<file path="src/rtl/uart_tx_fifo_if.sv">
// uart_tx_fifo_if: processor-side write/status bus of the UART transmitter.
interface uart_tx_fifo_if #(
    parameter int FIFO_DEPTH = 4
);
    logic                          wr_en;
    logic [7:0]                    wr_data;
    logic                          fifo_full;
    logic [$clog2(FIFO_DEPTH):0]   fifo_count;
    logic                          busy;
    logic                          overflow;

    modport master (
        output wr_en, wr_data,
        input  fifo_full, fifo_count, busy, overflow
    );

    modport slave (
        input  wr_en, wr_data,
        output fifo_full, fifo_count, busy, overflow
    );
endinterface

</file>
<file path="src/rtl/uart_tx_fifo.sv">
// uart_tx_fifo: FIFO-buffered 8N1 UART transmitter, LSB first, with polled status.
module uart_tx_fifo #(
    parameter int CLK_FREQ_HZ = 50_000_000,
    parameter int BAUD        = 115200,
    parameter int FIFO_DEPTH  = 4
) (
    input  logic             CLK,
    input  logic             RESET,
    uart_tx_fifo_if.slave    bus,
    output logic             TXD
);
    localparam int CPB = CLK_FREQ_HZ / BAUD;
    localparam int BW  = $clog2(CPB + 1);
    localparam int AW  = $clog2(FIFO_DEPTH);
    localparam int CW  = AW + 1;
    localparam logic [BW-1:0] LAST = BW'(CPB - 1);

    typedef enum logic [1:0] {IDLE, START, DATA, STOP} state_t;

    state_t          state, state_d;
    logic [7:0]      mem [FIFO_DEPTH];
    logic [AW-1:0]   wr_ptr, rd_ptr;
    logic [CW-1:0]   count;
    logic [BW-1:0]   baud, baud_d;
    logic [2:0]      bit_idx, bit_idx_d;
    logic [7:0]      shift, shift_d;
    logic            txd_d, pop, push, bit_end;

    assign bit_end        = baud == LAST;
    assign push           = bus.wr_en && count != CW'(FIFO_DEPTH);
    assign bus.fifo_full  = count == CW'(FIFO_DEPTH);
    assign bus.fifo_count = count;
    assign bus.busy       = state != IDLE || count != '0;

    always_comb begin
        state_d   = state;
        pop       = 1'b0;
        txd_d     = TXD;
        shift_d   = shift;
        bit_idx_d = bit_idx;
        baud_d    = (state == IDLE || bit_end) ? '0 : baud + 1'b1;
        unique case (state)
            IDLE: begin
                txd_d = 1'b1;
                if (count != '0) begin
                    pop     = 1'b1;
                    shift_d = mem[rd_ptr];
                    txd_d   = 1'b0;
                    state_d = START;
                end
            end
            START: if (bit_end) begin
                txd_d     = shift[0];
                bit_idx_d = '0;
                state_d   = DATA;
            end
            DATA: if (bit_end) begin
                shift_d   = {1'b0, shift[7:1]};
                txd_d     = bit_idx == 3'd7 ? 1'b1 : shift[1];
                bit_idx_d = bit_idx + 1'b1;
                state_d   = bit_idx == 3'd7 ? STOP : DATA;
            end
            STOP: begin
                txd_d = 1'b1;
                // back-to-back frames: next start bit follows the stop bit with no idle gap
                if (bit_end) begin
                    if (count != '0) begin
                        pop     = 1'b1;
                        shift_d = mem[rd_ptr];
                        txd_d   = 1'b0;
                        state_d = START;
                    end else begin
                        state_d = IDLE;
                    end
                end
            end
        endcase
    end

    always_ff @(posedge CLK) begin
        if (RESET) begin
            state        <= IDLE;
            TXD          <= 1'b1;
            wr_ptr       <= '0;
            rd_ptr       <= '0;
            count        <= '0;
            baud         <= '0;
            bit_idx      <= '0;
            shift        <= '0;
            bus.overflow <= 1'b0;
        end else begin
            state   <= state_d;
            TXD     <= txd_d;
            baud    <= baud_d;
            bit_idx <= bit_idx_d;
            shift   <= shift_d;
            wr_ptr  <= wr_ptr + AW'(push);
            rd_ptr  <= rd_ptr + AW'(pop);
            count   <= count + CW'(push) - CW'(pop);
            if (bus.wr_en && !push)
                bus.overflow <= 1'b1;
        end
    end

    always_ff @(posedge CLK) begin
        if (push)
            mem[wr_ptr] <= bus.wr_data;
    end
endmodule

</file>
<file path="src/flat_wrapper.sv">
// flat-port wrapper written by rule: the top's interface ports become plain ports
module uart_tx_fifo_flat 
#(
    parameter int CLK_FREQ_HZ = 50_000_000,
    parameter int BAUD        = 115200,
    parameter int FIFO_DEPTH  = 4
)
  (CLK, RESET, TXD, bus_wr_en, bus_wr_data, bus_fifo_full, bus_fifo_count, bus_busy, bus_overflow);
  uart_tx_fifo_if #(.FIFO_DEPTH(FIFO_DEPTH)) bus_i ();
  input  logic CLK;
  input  logic RESET;
  output logic TXD;
  input wire logic [$bits(bus_i.wr_en)-1:0] bus_wr_en;
  input wire logic [$bits(bus_i.wr_data)-1:0] bus_wr_data;
  output wire logic [$bits(bus_i.fifo_full)-1:0] bus_fifo_full;
  output wire logic [$bits(bus_i.fifo_count)-1:0] bus_fifo_count;
  output wire logic [$bits(bus_i.busy)-1:0] bus_busy;
  output wire logic [$bits(bus_i.overflow)-1:0] bus_overflow;
  assign bus_i.wr_en = bus_wr_en;
  assign bus_i.wr_data = bus_wr_data;
  assign bus_fifo_full = bus_i.fifo_full;
  assign bus_fifo_count = bus_i.fifo_count;
  assign bus_busy = bus_i.busy;
  assign bus_overflow = bus_i.overflow;
  uart_tx_fifo #(.CLK_FREQ_HZ(CLK_FREQ_HZ), .BAUD(BAUD), .FIFO_DEPTH(FIFO_DEPTH)) u_core (.CLK(CLK), .RESET(RESET), .bus(bus_i), .TXD(TXD));
endmodule
</file>
<file path="config.mk">
export PLATFORM = sky130hd
export DESIGN_NAME = uart_tx_fifo_flat
export DESIGN_NICKNAME = d
export VERILOG_FILES = /design/src/rtl/uart_tx_fifo_if.sv /design/src/rtl/uart_tx_fifo.sv /design/src/flat_wrapper.sv
export SDC_FILE = /design/constraint.sdc
export NUM_CORES = 1
export LEC_CHECK = 0
export CORE_MARGIN = 2
export CORE_UTILIZATION = 45
export CTS_BUF_LIST = sky130_fd_sc_hd__clkbuf_8
export DETAILED_ROUTE_END_ITERATION = 10
export GPL_TIMING_DRIVEN = 0
export SYNTH_ARGS = -nofsm -noshare
export SYNTH_HDL_FRONTEND = slang
export SYNTH_SLANG_ARGS = --single-unit
</file>
<file path="constraint.sdc">
create_clock -name CLK -period 4.4 [get_ports CLK]
set_clock_uncertainty 0.05 [all_clocks]
set_input_delay 1.1 -clock CLK [delete_from_list [all_inputs] [get_ports CLK]]
set_output_delay 1.1 -clock CLK [all_outputs]
set_load 0.02 [all_outputs]
</file>
==> impl_metrics.env, run 1 <==
export IMPL_relSlewSlack=0.488
export IMPL_drv_slew=0
export IMPL_synth_enable_flop_cells=32
export IMPL_crit_chain="nor3_1 -> nand2_1 -> clkdlybuf4s50_1"
export IMPL_htree_levels=3
export IMPL_postCtsSetupBuffers=0
export IMPL_firstDrtPassIters=4
export IMPL_ant_nets=0
export IMPL_dp_slack_ns=0.941
export IMPL_grt_max_degree=14
export IMPL_n_antenna_cell=0
export IMPL_drcViolationCount=0
export IMPL_grt_overflow_total=0
export IMPL_grt_pass1_vias=1594
export IMPL_wl_mm=4.57
export IMPL_fin_nets=268
export IMPL_hold_viol=0
export IMPL_netlist_instances=213
export IMPL_synthArstFlopShare=0
export IMPL_yosys_area_top_type="edfxtp_1"
export IMPL_cp_start_kind="register"
export IMPL_ys_flop_type="edfxtp_1"
export IMPL_avgSynthCellArea_sq_um=12.6
export IMPL_finalCriticalPeriod_ns=3.27
export IMPL_power_mw=1.98
export IMPL_r2r_slack_ns=1.34
export IMPL_synth_common_cells="edfxtp_1, dfxtp_1, nor2_1, nand2_1, ha_1"
export IMPL_die_w_um=81.4
export IMPL_power_density_nw_per_um2=620
export IMPL_path_class="reg2out"
export IMPL_initialDrtViolationCount=87
export IMPL_design_die_area_sq_um=6620
export IMPL_synth_cell_type_count=37
export IMPL_synth_seq_area_share=0.587
export IMPL_hpwl_mm=3.13
export IMPL_fillers=509
export IMPL_synth_area_top_cells="edfxtp_1, dfxtp_1, mux4_2"
export IMPL_wl_per_cell_um=14.2
export IMPL_io_buffers=17
export IMPL_cts_buffer_depth=2
export IMPL_fp_row_count=28
export IMPL_p_leak_nw=1.18
export IMPL_final_area_sq_um=3190
export IMPL_fin_crit_sh=0.743
export IMPL_ys_warn_count=0
export IMPL_antenna_found_initial=0
export IMPL_clkTransAtPathRegs_ns=0.08
export IMPL_setup_viol=0
export IMPL_placed_cell_area_sq_um=2970
export IMPL_clkLatencyLatePin_ns=0.34
export IMPL_cp_slowest_stage_delay_ns=0.59
export IMPL_clock_sinks=63
export IMPL_vias=1641
export IMPL_seq_area_sq_um=1580
export IMPL_cts_hold_buf=0
export IMPL_gp_congestion=0.752
export IMPL_synth_most_common_cell="edfxtp_1"
export IMPL_layout_drive_gt1_share=0.138
export IMPL_end_kind="output port"
export IMPL_start_util=0.460
export IMPL_die_y_um=81.4
export IMPL_required_ns=3.25
export IMPL_worstMarginPinSlew_ns=0.766
export IMPL_crit_arrival_ns=2.12
export IMPL_setup_ws_ns=1.13
export IMPL_timing_fmax_mhz=306
export IMPL_status="completed"
export IMPL_setup_tns_ns=0
export IMPL_synth_nets=239
export IMPL_syn_area_sq_um=2690
export IMPL_grt_pass1_wl_mm=7.55
export IMPL_cts_root_buf="clkbuf_8"
export IMPL_path_buf_inv=1
export IMPL_synth_seq_cells=63
export IMPL_hp_class="reg2reg"
export IMPL_cts_tree="yes"
export IMPL_area_growth_pct=18.5
export IMPL_fp_coreArea_sq_um=5850
export IMPL_cp_max_fo=6
export IMPL_slowest_stage="nor3_1"
export IMPL_io_pins=18
export IMPL_cap_violations=0
export IMPL_path_delay_family="simple AND/OR/NAND/NOR gates"
export IMPL_rsz0062_at_grt="no"
export IMPL_synth_top_area_share=0.357
export IMPL_numCtsBuffers=9
export IMPL_multi_input_area_sq_um=1040
export IMPL_grt_usage=0.160
export IMPL_irDropWorstVdd_mv=0.335
export IMPL_cts_resized=0
export IMPL_routed_via_density=5.10
final cells by class:
cell class,count,share of cell area
Timing Repair Buffer,18,0.0557
Clock buffer,9,0.0388
Clock inverter,7,0.0321
Buffer,6,0.0106
Multi-Input combinational cell,133,0.325
Sequential cell,63,0.495
Inverter,11,0.0129
Tap cell,75,0.0294
through the flow:
step,hold WS [ns],utilization,std cells
floorplan,0.380,-,213
global placement,0.394,0.506,305
detailed placement,0.407,0.507,306
CTS,0.423,0.546,322
global route,0.434,0.546,322
finish,0.418,0.546,322
routing by layer:
metal	track usage	wire length [um]	up-vias
li1	-	-	831
met1	0.193	2170	782
met2	0.256	2190	26
met3	0.0667	175	2
met4	0.0559	26	0
met5	0	0	-
logic make-up after synthesis:
family	Yosys count	synth area share
buffers and inverters	17	0.0279
XOR/XNOR	11	0.0358
AND/OR/NAND/NOR	63	0.114
AO/OA/AOI/OAI	29	0.0701
flip-flops	63	0.587
multiplexers	15	0.0929
adder cells (fa/ha/maj)	15	0.0725
flip-flops by register name, summed over array words and instances, names as in the netlist:
name                   cells
u_core.state               2
u_core.wr_ptr              2
u_core.mem                32
u_core.shift               8
u_core.bus.fifo_count      3
u_core.baud                9
u_core.rd_ptr              2
u_core.bus.overflow        1
u_core.bit_idx             3
u_core.TXD                 1
worst register-to-register path, cell delays in order, from the launching register on:
cell and delay, ns:
dfxtp_1 0.35, or3_4 0.43, nor3_2 0.43, a21oi_1 0.14, nor3_1 0.31, ha_1 0.29
inv_1 0.06, ha_1 0.14, inv_1 0.05, fa_1 0.37, xor2_1 0.17, xnor2_1 0.13
nor2_1 0.05
cells in the final DEF, fill, tap and decap left out, drive strengths merged, types with 2 or more instances in the layout:
cell type,count
xor2,4
xnor2,7
clkdlybuf4s50,17
clkbuf,11
mux4,8
or3,4
nand3,7
nor3,4
nor2,21
mux2i,7
nand4,2
ha,14
o2111ai,2
edfxtp,32
inv,14
and2,3
nand2,15
o21ai,4
dfxtp,31
nor2b,3
buf,5
o31ai,3
a21oi,8
o22ai,6
bufinv,2
and3,2
worst paths after layout:
kind,startpoint,end,depth (start not counted)
max,u_core.bus.fifo_count[1],bus_busy,3
min reg2reg,u_core.baud[0],u_core.baud[0],1
min,u_core.baud[0],u_core.baud[0],1
max reg2reg,u_core.baud[3],u_core.bus.fifo_count[2],12
power by group:
part | total [mW] | internal, mW | leakage [nW] | switching, mW
Combinational | 0.635 | 0.303 | 0.518 | 0.332
Sequential | 0.776 | 0.722 | 0.546 | 0.0541
Clock | 0.568 | 0.326 | 0.111 | 0.242
Total | 1.98 | 1.35 | 1.18 | 0.628
Power figures use the tool's default switching activity.
==> run 2, diff against run 1 <==
PLACE_DENSITY = 0.66   (was not set)
clock period = 2.8 ns   (was 4.4 ns; I/O delays follow)
==> run 2 against run 1 <==
Hold slack worse by 0.031 ns. Sequential share of layout area up 0.25 points. First-iteration DRC count down 4.6%. Wire length down 0.28%. Non-clock buffer count up 2. Global-route usage down 0.24 points. Largest cell class unchanged. Largest power group unchanged. Highest routed layer unchanged.
==> impl_metrics.env, run 2 (synthesis results as in run 1) <==
export IMPL_status="completed"
export IMPL_r2r_end="u_core.bus.fifo_count[2]"
export IMPL_antenna_found_initial=0
export IMPL_hp_class="reg2reg"
export IMPL_n_antenna_cell=0
export IMPL_die_y_um=81.4
export IMPL_drv_slew=0
export IMPL_r2r_slack_ns=0.16
export IMPL_power_density_nw_per_um2=920
export IMPL_rsz0062_at_grt="no"
export IMPL_cts_tree="yes"
export IMPL_path_class="reg2out"
export IMPL_fin_nets=270
export IMPL_ant_nets=0
export IMPL_grt_pass1_vias=1593
export IMPL_dp_slack_ns=-0.435
export IMPL_start_util=0.460
export IMPL_finalCriticalPeriod_ns=2.67
export IMPL_cp_max_fo=6
export IMPL_cts_root_buf="clkbuf_8"
export IMPL_timing_fmax_mhz=375
export IMPL_min_delay_start="u_core.baud[0]"
export IMPL_setup_viol=0
export IMPL_p_leak_nw=1.17
export IMPL_fp_row_count=28
export IMPL_numCtsBuffers=9
export IMPL_top_regs="u_core.mem (32), u_core.baud (9), u_core.shift (8)"
export IMPL_io_pins=18
export IMPL_fillers=500
export IMPL_hold_viol=0
export IMPL_firstDrtPassIters=4
export IMPL_hold_depth=1
export IMPL_drcViolationCount=0
export IMPL_use_met1=0.192
export IMPL_fp_coreArea_sq_um=5850
export IMPL_end_kind="output port"
export IMPL_r2r_start="u_core.baud[3]"
export IMPL_area_growth_pct=18.2
export IMPL_clkTransAtPathRegs_ns=0.07
export IMPL_worstRegToRegCells=12
export IMPL_grt_max_degree=13
export IMPL_min_to="u_core.baud[0]"
export IMPL_setup_ws_ns=0.134
export IMPL_hold_ws_ns=0.386
export IMPL_initialDrtViolationCount=83
export IMPL_cp_start_kind="register"
export IMPL_cts_buffer_depth=2
export IMPL_mostFrequentLayoutCell="edfxtp_1"
export IMPL_grt_pass1_wl_mm=7.56
export IMPL_cap_violations=0
export IMPL_grt_overflow_total=0
export IMPL_irDropWorstVdd_mv=0.424
export IMPL_crit_arrival_ns=1.92
export IMPL_hpwl_mm=3.11
export IMPL_grt_usage=0.157
export IMPL_htree_levels=3
export IMPL_worstMarginPinSlew_ns=0.820
export IMPL_relSlewSlack=0.451
export IMPL_clkLatencyLatePin_ns=0.33
export IMPL_die_w_um=81.4
export IMPL_use_met3=0.0544
export IMPL_largest_register_ffs=32
export IMPL_wl_per_cell_um=14.0
export IMPL_wl_mm=4.55
export IMPL_design_die_area_sq_um=6620
export IMPL_routed_via_density=5.19
export IMPL_vias=1683
export IMPL_layout_drive_gt1_share=0.169
export IMPL_largest_register="u_core.mem"
export IMPL_grt_use_met2=0.253
export IMPL_fin_crit_sh=0.952
export IMPL_gp_congestion=0.756
export IMPL_top_usage_layer="met2"
export IMPL_io_buffers=17
export IMPL_layout_common_cells="edfxtp_1, dfxtp_1, nor2_1, clkdlybuf4s50_1, nand2_1"
export IMPL_clock_sinks=63
export IMPL_required_ns=2.05
==> run 2: changes by cell type in the layout (fill, tap and decap cells not counted), sizes merged <==
cell,change
buf,+2
bufinv,-2
clkinv,+2
clkinvlp,+2
inv,-2
==> run 2: worst max path at each step <==
| stage | endpoint | slack (ns) | cells past startpoint | startpoint |
|---|---|---|---|---|
| floorplan | u_core.bus.fifo_count[2] | 0.06 | 12 | u_core.baud[3] |
| global placement | u_core.mem[0][3] | -0.48 | 3 | bus_wr_en |
| detailed placement | u_core.mem[0][1] | -0.44 | 3 | bus_wr_en |
| CTS | u_core.bus.fifo_count[2] | 0.06 | 12 | u_core.baud[3] |
| global route | u_core.bus.fifo_count[2] | 0.003 | 12 | u_core.baud[3] |
| finish | bus_busy | 0.13 | 3 | u_core.bus.fifo_count[1] |
==> run 2: power by group <==
group / internal, mW / switching (mW) / leakage, nW
clock: 0.320 / 0.360 / 0.0793
combinational: 0.492 / 0.529 / 0.539
sequential: 1.14 / 0.0906 / 0.548
==> run 2: metrics by stage <==
stage / cell area [sq um] / utilization / power (mW) / TNS (ns) / cells
2_1_floorplan: 2690 / - / 1.97 / 0 / 213
4_1_cts: 3160 / 0.540 / 2.95 / 0 / 322
3_5_place_dp: 2960 / 0.506 / 2.24 / -4.97 / 305
5_1_grt: 3180 / 0.544 / 3.14 / 0 / 324
6_report: 3180 / 0.544 / 2.93 / 0 / 324
3_3_place_gp: 2960 / 0.506 / 2.23 / -4.49 / 305
==> run 2: layout make-up <==
cell class	instances	area, sq um	area share
Timing Repair Buffer	20	193	0.0605
Multi-Input combinational cell	133	1060	0.334
Buffer	6	33.8	0.0106
Sequential cell	63	1590	0.498
Inverter	11	41.3	0.0130
Tap cell	75	93.8	0.0295
Clock inverter	7	48.8	0.0153
Clock buffer	9	124	0.0389
==> run 2: worst max-delay path, cell delays in order (launching register included) <==
cell and delay, ns:
dfxtp_1 0.38, nor3_2 0.44, nand2_1 0.19, clkdlybuf4s50_1 0.57
==> run 2: layer usage <==
metal,vias to the layer above,routed length (um)
li1,842,-
met1,812,2110
met2,27,2260
met3,2,151
met4,0,26
met5,-,0
==> run 2: repair_timing <==
item	4_1_cts	5_1_grt
setup endpoints to repair	11	1
pin swaps	1	3
hold buffers	0	0
buffers inserted	1	2
resized for setup	4	4
==> run 3, diff against run 2 <==
CAP_MARGIN = 15   (was not set)
CORE_MARGIN = not set   (was 2)
PLACE_DENSITY = not set   (was 0.66)
clock period = 2.73 ns   (was 2.8 ns; I/O delays follow)
==> run 3 against run 2 <==
Worst setup slack got worse by 0.037 ns. Die area shrank 4.9%. Hold slack lost 0.0018 ns. Sequential power hardly changed. Sequential share of layout area down 1.8 points. First-iteration DRC count is 17% lower. Utilization up 4.2 points. Via count increased by 1.4%. Count of clock-buffer cells in the layout unchanged. Wire length grew 5.1%. Register-to-register slack worse by 0.02 ns. Combinational power is 5% higher. Largest power group unchanged.
==> impl_metrics.env, run 3 (synthesis results as in run 1) <==
export IMPL_vias=1706
export IMPL_rsz0062_at_grt="yes"
export IMPL_cts_root_buf="clkbuf_8"
export IMPL_area_growth_pct=22.8
export IMPL_start_util=0.477
export IMPL_power_mw=3.40
export IMPL_multi_input_area_sq_um=1070
export IMPL_hpwl_mm=3.12
export IMPL_irDropWorstVdd_mv=0.595
export IMPL_hold_ws_ns=0.385
export IMPL_wl_mm=4.79
export IMPL_setup_ws_ns=0.0969
export IMPL_fp_row_count=27
export IMPL_grt_usage=0.166
export IMPL_top_regs="u_core.mem (32), u_core.baud (9), u_core.shift (8)"
export IMPL_design_die_area_sq_um=6300
export IMPL_status="completed"
export IMPL_finalCriticalPeriod_ns=2.63
export IMPL_crit_chain="nor3_2 -> nand2_1 -> clkdlybuf4s50_1"
export IMPL_ant_nets=0
export IMPL_routed_via_density=5.25
export IMPL_end_kind="output port"
export IMPL_cts_tree="yes"
export IMPL_io_buffers=17
export IMPL_io_pins=18
export IMPL_grt_max_degree=13
export IMPL_htree_levels=3
export IMPL_antenna_found_initial=0
export IMPL_utilization=0.586
export IMPL_layout_common_cells="edfxtp_1, dfxtp_1, nor2_1, clkdlybuf4s50_1"
export IMPL_hp_class="reg2reg"
export IMPL_p_leak_nw=1.24
export IMPL_timing_fmax_mhz=380
export IMPL_dp_slack_ns=-0.233
export IMPL_die_w_um=79.4
export IMPL_wl_per_cell_um=14.7
export IMPL_largest_register="u_core.mem"
export IMPL_r2r_start="u_core.baud[6]"
export IMPL_drv_slew=0
export IMPL_drt_met1_wl_mm=2.32
export IMPL_cts_buffer_depth=2
export IMPL_met3_length_um=183
export IMPL_gp_congestion=0.739
export IMPL_clkLatencyLatePin_ns=0.34
export IMPL_clock_sinks=63
export IMPL_slowest_stage="clkdlybuf4s50_1"
export IMPL_grt_pass1_vias=1681
export IMPL_min_delay_start="u_core.baud[0]"
export IMPL_largest_register_ffs=32
export IMPL_timing_critical_path_from="u_core.bus.fifo_count[1]"
export IMPL_path_buf_inv=1
export IMPL_required_ns=2.00
export IMPL_fillers=464
export IMPL_maxUsedRoutingLayer="met4"
export IMPL_dr_wl_met2_mm=2.24
export IMPL_setup_viol=0
export IMPL_cap_violations=0
export IMPL_power_density_nw_per_um2=1030
export IMPL_seq_area_sq_um=1590
export IMPL_clkTransAtPathRegs_ns=0.07
export IMPL_cp_max_fo=6
export IMPL_layout_drive_gt1_share=0.198
export IMPL_fp_coreArea_sq_um=5640
export IMPL_grt_pass1_wl_mm=7.70
export IMPL_path_class="reg2out"
export IMPL_die_y_um=79.4
export IMPL_drcViolationCount=0
export IMPL_initialDrtViolationCount=69
export IMPL_firstDrtPassIters=4
export IMPL_setup_tns_ns=0
export IMPL_n_antenna_cell=0
export IMPL_fin_crit_sh=0.965
export IMPL_fin_nets=274
export IMPL_worstMarginPinSlew_ns=0.770
export IMPL_hold_viol=0
export IMPL_path_delay_family="simple AND/OR/NAND/NOR gates"
export IMPL_numCtsBuffers=9
export IMPL_grt_overflow_total=0
export IMPL_mostFrequentLayoutCell="edfxtp_1"
export IMPL_relSlewSlack=0.485
export IMPL_crit_arrival_ns=1.90
export IMPL_cp_start_kind="register"
export IMPL_cp_slowest_stage_delay_ns=0.57
run 3: changes by cell type in the layout (fill, tap and decap cells not counted), sizes merged:
| cell | before | now |
|---|---|---|
| buf | 7 | 11 |
| bufinv | 0 | 4 |
| clkinvlp | 3 | 1 |
| clkinv | 3 | 2 |
| inv | 12 | 11 |
run 3: metrics by stage:
stage | cells | cell area [sq um]
global placement | 302 | 2960
CTS | 320 | 3250
finish | 325 | 3310
floorplan | 213 | 2700
detailed placement | 303 | 2970
global route | 325 | 3310
run 3: final timing paths:
path / endpoint / slack, ns / depth (start not counted)
worst max register to register: u_core.bus.fifo_count[2] / 0.14 / 12
worst min-delay path: u_core.baud[0] / 0.38 / 1
worst max-delay path: bus_busy / 0.1 / 3
worst min register to register: u_core.baud[0] / 0.38 / 1
run 3: layer usage:
layer / up-vias / track usage
met5: - / 0
met4: 0 / 0.0709
met3: 6 / 0.0583
met2: 27 / 0.259
met1: 829 / 0.208
li1: 844 / -
run 3: power breakdown:
part / internal, mW / switching, mW
registers: 1.16 / 0.0914
logic: 0.514 / 0.558
clock network: 0.701 / 0.371
total: 2.38 / 1.02
run 3: repair_timing:
action,in CTS,in global routing
pin swaps,1,6
buffers inserted,1,5
hold buffers,0,0
resized for setup,2,9
setup endpoints to repair,3,16
gates cloned,0,0
run 3: cell type report:
class,count,area share
sequential,63,0.480
clock inverter,7,0.0439
tap,72,0.0272
clock buffer,9,0.0374
timing repair buffer,24,0.0666
inverter,11,0.0125
buffer,6,0.0102
multi-input combinational,133,0.323
